## src/rtl/serial_adder.sv

```systemverilog
// rtl/serial_adder.sv - bit-serial WIDTH-bit adder with valid/ready handshakes
//
// Purpose:
//   Adds two WIDTH-bit operands LSB-first through one full-adder cell and a
//   registered carry, one bit per clock. Operands are accepted over an
//   in_valid/in_ready handshake and the result is offered over an
//   out_valid/out_ready handshake. Optional subtraction is enabled by
//   defining the macro SERIAL_ADDER_SUB_EN, which adds the sub input.
//
// Parameters:
//   WIDTH     - operand/sum width in bits (1..32)
//   INVERT_IN - 1: a, b, cin are active-low pins, inverted at capture
//
// Ports:
//   clk       - system clock, rising edge
//   rst_n     - asynchronous active-low reset
//   in_valid  - operands present
//   in_ready  - block can accept operands (high only in IDLE)
//   a, b      - operands
//   cin       - carry-in
//   sub       - (SERIAL_ADDER_SUB_EN only) compute a - b, active-high
//   out_valid - result available (DONE)
//   out_ready - consumer accepts result
//   sum       - result bits
//   cout      - carry out of MSB (for subtraction: 1 = no borrow)
//   ovf       - signed overflow
//   busy      - state is not IDLE

module serial_adder #(
    parameter int WIDTH     = 4,
    parameter bit INVERT_IN = 1'b1
) (
    input  logic             clk,
    input  logic             rst_n,
    input  logic             in_valid,
    output logic             in_ready,
    input  logic [WIDTH-1:0] a,
    input  logic [WIDTH-1:0] b,
    input  logic             cin,
`ifdef SERIAL_ADDER_SUB_EN
    input  logic             sub,
`endif
    output logic             out_valid,
    input  logic             out_ready,
    output logic [WIDTH-1:0] sum,
    output logic             cout,
    output logic             ovf,
    output logic             busy
);

    localparam int CNT_W = (WIDTH > 1) ? $clog2(WIDTH) : 1;

    typedef enum logic [1:0] {
        ST_IDLE = 2'd0,
        ST_RUN  = 2'd1,
        ST_DONE = 2'd2
    } state_t;

    state_t             state_q, state_d;
    logic [WIDTH-1:0]   a_sr_q, b_sr_q, res_sr_q;
    logic [CNT_W-1:0]   cnt_q;
    logic               carry_q;
    logic [WIDTH-1:0]   sum_q;
    logic               cout_q, ovf_q;

    // Capture-side operand conditioning
    logic [WIDTH-1:0]   a_pin, b_pin, b_cap;
    logic               cin_pin, c_cap;

    assign a_pin   = INVERT_IN ? ~a   : a;
    assign b_pin   = INVERT_IN ? ~b   : b;
    assign cin_pin = INVERT_IN ? ~cin : cin;

`ifdef SERIAL_ADDER_SUB_EN
    // a - b = a + ~b + 1; cin is ignored while subtracting
    assign b_cap = sub ? ~b_pin : b_pin;
    assign c_cap = sub ? 1'b1   : cin_pin;
`else
    assign b_cap = b_pin;
    assign c_cap = cin_pin;
`endif

    // Single full-adder cell
    logic s_bit, c_next;
    logic [WIDTH-1:0] res_next;
    logic last_bit;

    assign s_bit    = a_sr_q[0] ^ b_sr_q[0] ^ carry_q;
    assign c_next   = (a_sr_q[0] & b_sr_q[0]) | (a_sr_q[0] & carry_q) | (b_sr_q[0] & carry_q);
    assign last_bit = (cnt_q == CNT_W'(WIDTH - 1));

    // New sum bit enters at the MSB so that after WIDTH shifts the LSB-first
    // bits sit in their natural positions.
    generate
        if (WIDTH == 1) begin : g_res_w1
            assign res_next = s_bit;
        end else begin : g_res_wn
            assign res_next = {s_bit, res_sr_q[WIDTH-1:1]};
        end
    endgenerate

    // State register
    always_ff @(posedge clk or negedge rst_n) begin
        if (!rst_n) begin
            state_q <= ST_IDLE;
        end else begin
            state_q <= state_d;
        end
    end

    // Next-state and handshake outputs
    always_comb begin
        state_d   = state_q;
        in_ready  = 1'b0;
        out_valid = 1'b0;
        busy      = 1'b1;
        case (state_q)
            ST_IDLE: begin
                in_ready = 1'b1;
                busy     = 1'b0;
                if (in_valid) begin
                    state_d = ST_RUN;
                end
            end
            ST_RUN: begin
                if (last_bit) begin
                    state_d = ST_DONE;
                end
            end
            ST_DONE: begin
                out_valid = 1'b1;
                if (out_ready) begin
                    state_d = ST_IDLE;
                end
            end
            default: begin
                state_d = ST_IDLE;
            end
        endcase
    end

    // Datapath
    always_ff @(posedge clk or negedge rst_n) begin
        if (!rst_n) begin
            a_sr_q   <= '0;
            b_sr_q   <= '0;
            res_sr_q <= '0;
            cnt_q    <= '0;
            carry_q  <= 1'b0;
            sum_q    <= '0;
            cout_q   <= 1'b0;
            ovf_q    <= 1'b0;
        end else begin
            case (state_q)
                ST_IDLE: begin
                    if (in_valid) begin
                        a_sr_q  <= a_pin;
                        b_sr_q  <= b_cap;
                        carry_q <= c_cap;
                        cnt_q   <= '0;
                    end
                end
                ST_RUN: begin
                    a_sr_q   <= a_sr_q >> 1;
                    b_sr_q   <= b_sr_q >> 1;
                    carry_q  <= c_next;
                    res_sr_q <= res_next;
                    cnt_q    <= cnt_q + CNT_W'(1);
                    if (last_bit) begin
                        // carry_q here is the carry into the MSB
                        sum_q  <= res_next;
                        cout_q <= c_next;
                        ovf_q  <= c_next ^ carry_q;
                    end
                end
                default: begin
                end
            endcase
        end
    end

    assign sum  = sum_q;
    assign cout = cout_q;
    assign ovf  = ovf_q;

endmodule
```

## config.mk

```make
export PLATFORM = sky130hd
export DESIGN_NAME = serial_adder
export DESIGN_NICKNAME = d
export VERILOG_FILES = /design/src/rtl/serial_adder.sv
export SDC_FILE = /design/constraint.sdc
export NUM_CORES = 1
export LEC_CHECK = 0
export ABC_AREA = 1
export CORE_UTILIZATION = 55
export CTS_CLUSTER_SIZE = 40
export DETAILED_ROUTE_END_ITERATION = 10
export DONT_BUFFER_PORTS = 1
export PLACE_DENSITY = 0.7
export SYNTH_ARGS = -nofsm -noshare
export SYNTH_HDL_FRONTEND = slang
export SYNTH_SLANG_ARGS = --single-unit
```

## constraint.sdc

```tcl
create_clock -name clk -period 2.33 [get_ports clk]
set_input_delay 0.466 -clock clk [delete_from_list [all_inputs] [get_ports clk]]
set_output_delay 0.466 -clock clk [all_outputs]
set_load 0.02 [all_outputs]
```

== Word-level counts from Yosys, hierarchy flattened ==
Cells that the tools add are included.
Storage, ports and cells
  register bits: 23
  input port bits: 13
  output and inout bits: 9
  logic and storage cells: 47
Operators by class
  add/sub/neg operators: 1
  equality and inequality tests: 6
  muxes and demuxes: 15
  bitwise operators: 11
  reductions and logical operators: 5
Operators by type and width (number)
  $pmux 4 s2: 2
  $mux 2: 4
  $mux 4: 2
  $not 4->4: 2
  $ne 2x2->1 const B: 3
  $pmux 2 s3: 1
  $eq 2x2->1 const B: 2
  $mux 1: 4
  $pmux 2 s2: 1
  $reduce_and 2->1: 2
  $and 1x1->1: 3
  $reduce_and 3->1: 1
  $xor 1x1->1: 3
  $add 2x1->2 const B: 1
  $eq 2x1->1 const B: 1
  $logic_not 2->1: 1
  $or 1x1->1: 2
  $pmux 1 s2: 1
  $reduce_bool 2->1: 1
  $not 1->1: 1

== Logic depth before layout (Yosys ltp) ==
Gate-level depths: netlist (run 1).
  depth after elaboration: 4
  gate-level depth with buffers: 6
  depth with buffers taken out: 5

== Least setup slack after synthesis (run 1) ==
OpenSTA, ideal clock, no wires.
  kind: reg2out
  start: register state_q[0]
  end: output busy
  data arrival time: 932 ps
  data required time: 1864 ps
  slack: 932 ps
  stages on the path, launching flop included: 4
  cells stage by stage: dfrtp_1 -> buf_4 -> nor2_4 -> inv_1
Between the ends
  longest elaborated chain between the ends: 2
Ends and longest elaborated chain
  start: declaration: RTL line 59  | state_t state_q, state_d;
  start signal: assignment: RTL line 107  | state_q <= state_d;
  $logic_not 2->1: RTL line 117  | case (state_q)
  $mux 1: RTL line 117
  end: declaration: RTL line 48  | output logic busy
Every way passes these cells.

== Final worst setup path (run 1) ==
Same ends and word-level chain as after synthesis.

==> results of run 1 <==
[cell usage after synthesis (all sizes together)]
library cell	instances
a21oi	1
buf	3
dfrtp	22
fa	1
ha	1
inv	14
nand2	51
nand3	7
nor2	5
o21ai	11
o31ai	1
xor2	1
[state kept, by name (all words and copies together) (netlist names), 2 cells and up]
name      flops
a_sr_q        4
b_sr_q        4
cnt_q         2
res_sr_q      3
state_q       2
sum           4
[kinds of logic (layout without fill, tap and decap cells)]
kind of cell / Yosys count / count (layout) / share of synthesized area
and+or+nand+nor: 63 / 63 / 0.2585
adders and majority gates: 2 / 2 / 0.03171
DFF: 22 / 22 / 0.5366
xor gates and xnor gates: 1 / 1 / 0.008538
AOI/OAI and AO/OA: 13 / 13 / 0.08414
buffers and inverters: 17 / 19 / 0.08049
[path summary, 6_finish.rpt]
| check | endpoint | from | depth (start not counted) | slack [ns] |
|---|---|---|---|---|
| setup reg to reg | sum[3] | state_q[0] | 5 | 0.84 |
| setup / recovery | busy | state_q[0] | 2 | 0.55 |
| min in group asynchronous | sum[0] | rst_n | 1 | 0.74 |
| hold / removal | state_q[1] | out_ready | 1 | 0.24 |
| max in group asynchronous | res_sr_q[2] | rst_n | 1 | 1.00 |
| hold reg to reg | a_sr_q[1] | a_sr_q[1] | 2 | 0.50 |
[report_power, final]
| part | internal [mW] | switching [mW] |
|---|---|---|
| logic | 0.231 | 0.438 |
| clock network | 0.174 | 0.114 |
| registers | 0.560 | 0.208 |
| total | 0.965 | 0.759 |
[routing by layer]
layer / share of wire / GRT usage
met5: 0 / 0
met4: 0.013 / 0.1091
met3: 0.040 / 0.03200
met2: 0.53 / 0.3507
met1: 0.42 / 0.2318
[repair_timing]
item                                    in CTS  in global routing
endpoints found under the hold margin       22                  0
endpoints found under the setup margin       0                  0
hold buffers                                 1                  0
[final cells by class]
class / instances / area (sq um) / share of cell area
flip-flops and latches: 22 / 550.5 / 0.5052
multi-input cells: 79 / 392.9 / 0.3605
inverters: 14 / 52.55 / 0.04822
well taps: 25 / 31.28 / 0.02870
clock inverters: 1 / 30.03 / 0.02755
clock buffers: 3 / 22.52 / 0.02067
repair buffers: 1 / 10.01 / 0.009185
==> impl_metrics.env, run 1 <==
export IMPL_status="completed"
export IMPL_crit_chain="nor2_4, inv_1"
export IMPL_fin_nets=136
export IMPL_grt_antenna_before_repair=0
export IMPL_cp_max_fo=13
export IMPL_fin_crit_sh=0.7655
export IMPL_grt_first_pass_wirelength_um=2884
export IMPL_avgSynthCellArea_sq_um=8.695
export IMPL_hp_class="in -> reg"
export IMPL_yosysUniqueCellTypes=19
export IMPL_holdWs_ns=0.2424
export IMPL_post_cts_buffers=0
export IMPL_syn_area_sq_um=1026
export IMPL_grt_max_degree=23
export IMPL_dp_cells=140
export IMPL_slew_viol_final=0
export IMPL_die_w_um=45.19
export IMPL_final_cell_mix="nand2_1 (49), dfrtp_1 (22), inv_1 (12)"
export IMPL_routed_via_density=5.062
export IMPL_worst_setup_path_start_kind="flip-flop"
export IMPL_clock_latency_ns=0.31
export IMPL_slew_headroom=0.3570
export IMPL_worst_pin_slew_ns=0.9613
export IMPL_cts_sink_count=22
export IMPL_critical_path_required_ns=1.86
export IMPL_finalHoldViolations=0
export IMPL_yosysWarnings=0
export IMPL_max_freq_mhz=560.7
export IMPL_critical_path_slowest_cell="dfrtp_1"
export IMPL_place_congestion=0.7517
export IMPL_cts_resized=0
export IMPL_worst_path_buf_inv=1
export IMPL_start_util=0.5878
export IMPL_first_pass_iters=4
export IMPL_maxCapViolCount=0
export IMPL_synth_seq_area_share=0.5366
export IMPL_place_area_sq_um=1027
export IMPL_n_fill_cell=177
export IMPL_yosys_area_top_type="dfrtp_1"
export IMPL_path_delay_family="flip-flops"
export IMPL_finalWorstSetupSlack_ns=0.5464
export IMPL_drive_gt1_frac=0.1250
export IMPL_tns_ns=0
export IMPL_min_period_ns=1.784
export IMPL_fin_cells=145
export IMPL_ant_nets=0
export IMPL_grtUsageTotal=0.2002
export IMPL_tritoncts="done"
export IMPL_total_power_mw=1.724
export IMPL_route_detailed_drc=0
export IMPL_grt_pass1_vias=704
export IMPL_setup_violations=0
export IMPL_rows=15
export IMPL_syn_to_final_growth_pct=6.220
export IMPL_synth_fp_nets=133
export IMPL_dieArea_sq_um=2042
export IMPL_path_class="reg -> out"
export IMPL_wl_per_cell_um=12.05
export IMPL_dp_slack_ns=0.8508
export IMPL_clk_pin_slew_ns=0.11
export IMPL_hpwlAfterDp_um=1309
export IMPL_antenna_cells=0
export IMPL_synth_area_leaders="dfrtp_1 (54%), nand2_1 (18%), inv_1 (4.4%)"
export IMPL_overflow=0
export IMPL_layout_commonest_cell="nand2_1"
export IMPL_design_area_sq_um=1090
export IMPL_yosys_area_top_type_share=0.5366
export IMPL_powerDensity_nw_per_um2=1582
export IMPL_utilization=0.6244
export IMPL_cts_htree_levels=1
export IMPL_crit_arrival_ns=1.32
export IMPL_clockBufferDepth=2
export IMPL_cts_root_buf="clkbuf_4"
export IMPL_max_stage_delay_ns=0.59
export IMPL_wl_um=1747
export IMPL_port_buffers=0
export IMPL_core_region_area_sq_um=1745
export IMPL_fp_dieH_um=45.19
export IMPL_synth_cells=118
export IMPL_drtIter0Drc=8
export IMPL_p_leak_nw=0.5660
export IMPL_ys_seq_elements=22
export IMPL_pin_count=22
export IMPL_peakVddDrop_mv=0.9244
export IMPL_clock_skew_ns=0.005960
export IMPL_numCtsBuffers=3
export IMPL_route_vias_total=734
export IMPL_rsz0062_at_grt="no"
export IMPL_crit_path_end_kind="primary output"
No activity file was read; power rests on OpenSTA's default activity.
==> inputs of run 2 (changes only) <==
==> constraint.sdc (replaced) <==
create_clock -name clk -period 1.75 [get_ports clk]
set_input_delay 0.35 -clock clk [delete_from_list [all_inputs] [get_ports clk]]
set_output_delay 0.35 -clock clk [all_outputs]
set_load 0.02 [all_outputs]
==> impl_metrics.env, run 2 (synthesis gave the netlist of run 1 again) <==
export IMPL_tns_ns=0
export IMPL_critical_path_required_ns=1.40
export IMPL_hp_class="in -> reg"
export IMPL_core_region_area_sq_um=1745
export IMPL_max_freq_mhz=656.2
export IMPL_pin_count=22
export IMPL_critical_path_slowest_cell="dfrtp_1"
export IMPL_numCtsBuffers=3
export IMPL_drtIter0Drc=15
export IMPL_grt_antenna_before_repair=0
export IMPL_maxCapViolCount=0
export IMPL_crit_path_end_kind="primary output"
export IMPL_power_switching_mw=0.9988
export IMPL_dp_cells=141
export IMPL_status="completed"
export IMPL_top_layer_used="met4"
export IMPL_crit_chain="inv_2, nor2_1"
export IMPL_cts_sink_count=22
export IMPL_path_delay_family="flip-flops"
export IMPL_clock_skew_ns=0.0005732
export IMPL_wl_met1_um=739
export IMPL_clock_latency_ns=0.30
export IMPL_p_leak_nw=0.5638
export IMPL_port_buffers=0
export IMPL_final_cell_mix="nand2_1 (49), dfrtp_1 (22), inv_1 (12)"
export IMPL_wl_met2_um=843
export IMPL_ant_nets=0
export IMPL_grtUsageTotal=0.1995
export IMPL_rsz0062_at_grt="no"
export IMPL_place_congestion=0.7399
export IMPL_layout_commonest_cell="nand2_1"
export IMPL_crit_arrival_ns=1.17
export IMPL_max_stage_delay_ns=0.46
export IMPL_seq_area_sq_um=550.5
export IMPL_overflow=0
export IMPL_die_w_um=45.19
export IMPL_start_util=0.5878
export IMPL_fin_cells=146
export IMPL_seq_power_share=0.450
export IMPL_clockBufferDepth=2
export IMPL_route_detailed_drc=0
export IMPL_cts_root_buf="clkbuf_4"
export IMPL_grt_max_degree=23
export IMPL_clk_pin_slew_ns=0.12
export IMPL_cts_htree_levels=1
export IMPL_wl_per_cell_um=11.47
export IMPL_multi_input_area_sq_um=392.9
export IMPL_switching_share=0.4546
export IMPL_intPower_mw=1.198
export IMPL_route_vias_total=727
export IMPL_drive_gt1_frac=0.1322
export IMPL_rows=15
export IMPL_tritoncts="done"
export IMPL_setup_violations=0
export IMPL_cts_resized=0
export IMPL_combPwrFrac=0.424
export IMPL_met3_length_um=58
export IMPL_dieArea_sq_um=2042
export IMPL_powerDensity_nw_per_um2=2032
export IMPL_n_fill_cell=160
export IMPL_wl_um=1675
export IMPL_finalHoldViolations=0
export IMPL_cp_max_fo=5
export IMPL_worst_path_buf_inv=1
export IMPL_clockPowerShare=0.126
export IMPL_grt_first_pass_wirelength_um=2870
export IMPL_min_period_ns=1.524
export IMPL_worst_setup_path_start_kind="flip-flop"
export IMPL_holdWs_ns=0.1343
export IMPL_grt_pass1_vias=700
export IMPL_routed_via_density=4.979
export IMPL_worst_pin_slew_ns=0.9456
export IMPL_fin_crit_sh=0.8708
export IMPL_slew_viol_final=0
export IMPL_hpwlAfterDp_um=1223
export IMPL_path_class="reg -> out"
export IMPL_antenna_cells=0
export IMPL_slew_headroom=0.3675
export IMPL_syn_to_final_growth_pct=5.366
export IMPL_first_pass_iters=4
export IMPL_peakVddDrop_mv=1.076
export IMPL_fin_nets=137
export IMPL_fp_dieH_um=45.19
## run 2: cell types whose count changed in the layout (fill, tap and decap cells not counted)
cell | previous run | this run
buf_4 | 0 | 1
bufinv_16 | 1 | 0
clkbuf_8 | 0 | 1
## run 2: per-layer routing
metal	track usage	up-vias
met3	0.02800	4
met4	0.1152	0
met5	0	-
li1	-	368
met1	0.2500	337
met2	0.3275	18
## run 2: repair_timing
item                                   CTS  global route
setup buffers                            0             0
endpoints found under the hold margin   22             0
hold buffers                             1             0
## run 2: worst reg2reg max path: stages (launching register included)
cell and delay [ns]:
dfrtp_1 0.47, buf_4 0.21, o21ai_2 0.36, nand2_1 0.10
nand2_1 0.09
## run 2: final cells by class
class,count,share of cell area
repair buffers,2,0.01620
inverters,14,0.04861
well taps,25,0.02894
clock buffers,4,0.03356
flip-flops and latches,22,0.5093
multi-input cells,79,0.3634
## run 2: metrics by stage
stage / total power [mW] / util / instance area, sq um / setup slack, ns
3_5_place_dp: 1.932 / 0.5928 / 1035 / 0.4747
6_report: 2.197 / 0.6194 / 1081 / 0.2262
2_1_floorplan: 1.789 / - / 1026 / 0.4678
4_1_cts: 2.228 / 0.6194 / 1081 / 0.2135
3_3_place_gp: 1.899 / 0.5928 / 1035 / 0.4968
5_1_grt: 2.419 / 0.6194 / 1081 / 0.1468
## run 2: worst paths after layout
path / cells after the start / start / to / slack (ns)
min in group asynchronous: 1 / rst_n / res_sr_q[2] / 0.63
worst max register to register: 4 / state_q[0] / b_sr_q[0] / 0.47
max in group asynchronous: 1 / rst_n / state_q[1] / 0.56
worst max-delay path: 2 / state_q[1] / out_valid / 0.23
worst min-delay path: 1 / b[3] / b_sr_q[3] / 0.13
worst min register to register: 1 / cnt_q[0] / cnt_q[0] / 0.50
## run 2: power by group through the flow
| stage | Sequential [mW] | Combinational [mW] | Clock (mW) |
|---|---|---|---|
| 5_1_grt | 1.02 | 1.09 | 0.312 |
| 2_1_floorplan | 0.962 | 0.827 | 0 |
| 3_5_place_dp | 1.00 | 0.931 | 0 |
| 4_1_cts | 0.989 | 0.952 | 0.287 |
| 6_report | 0.988 | 0.931 | 0.278 |
| 3_3_place_gp | 0.991 | 0.908 | 0 |
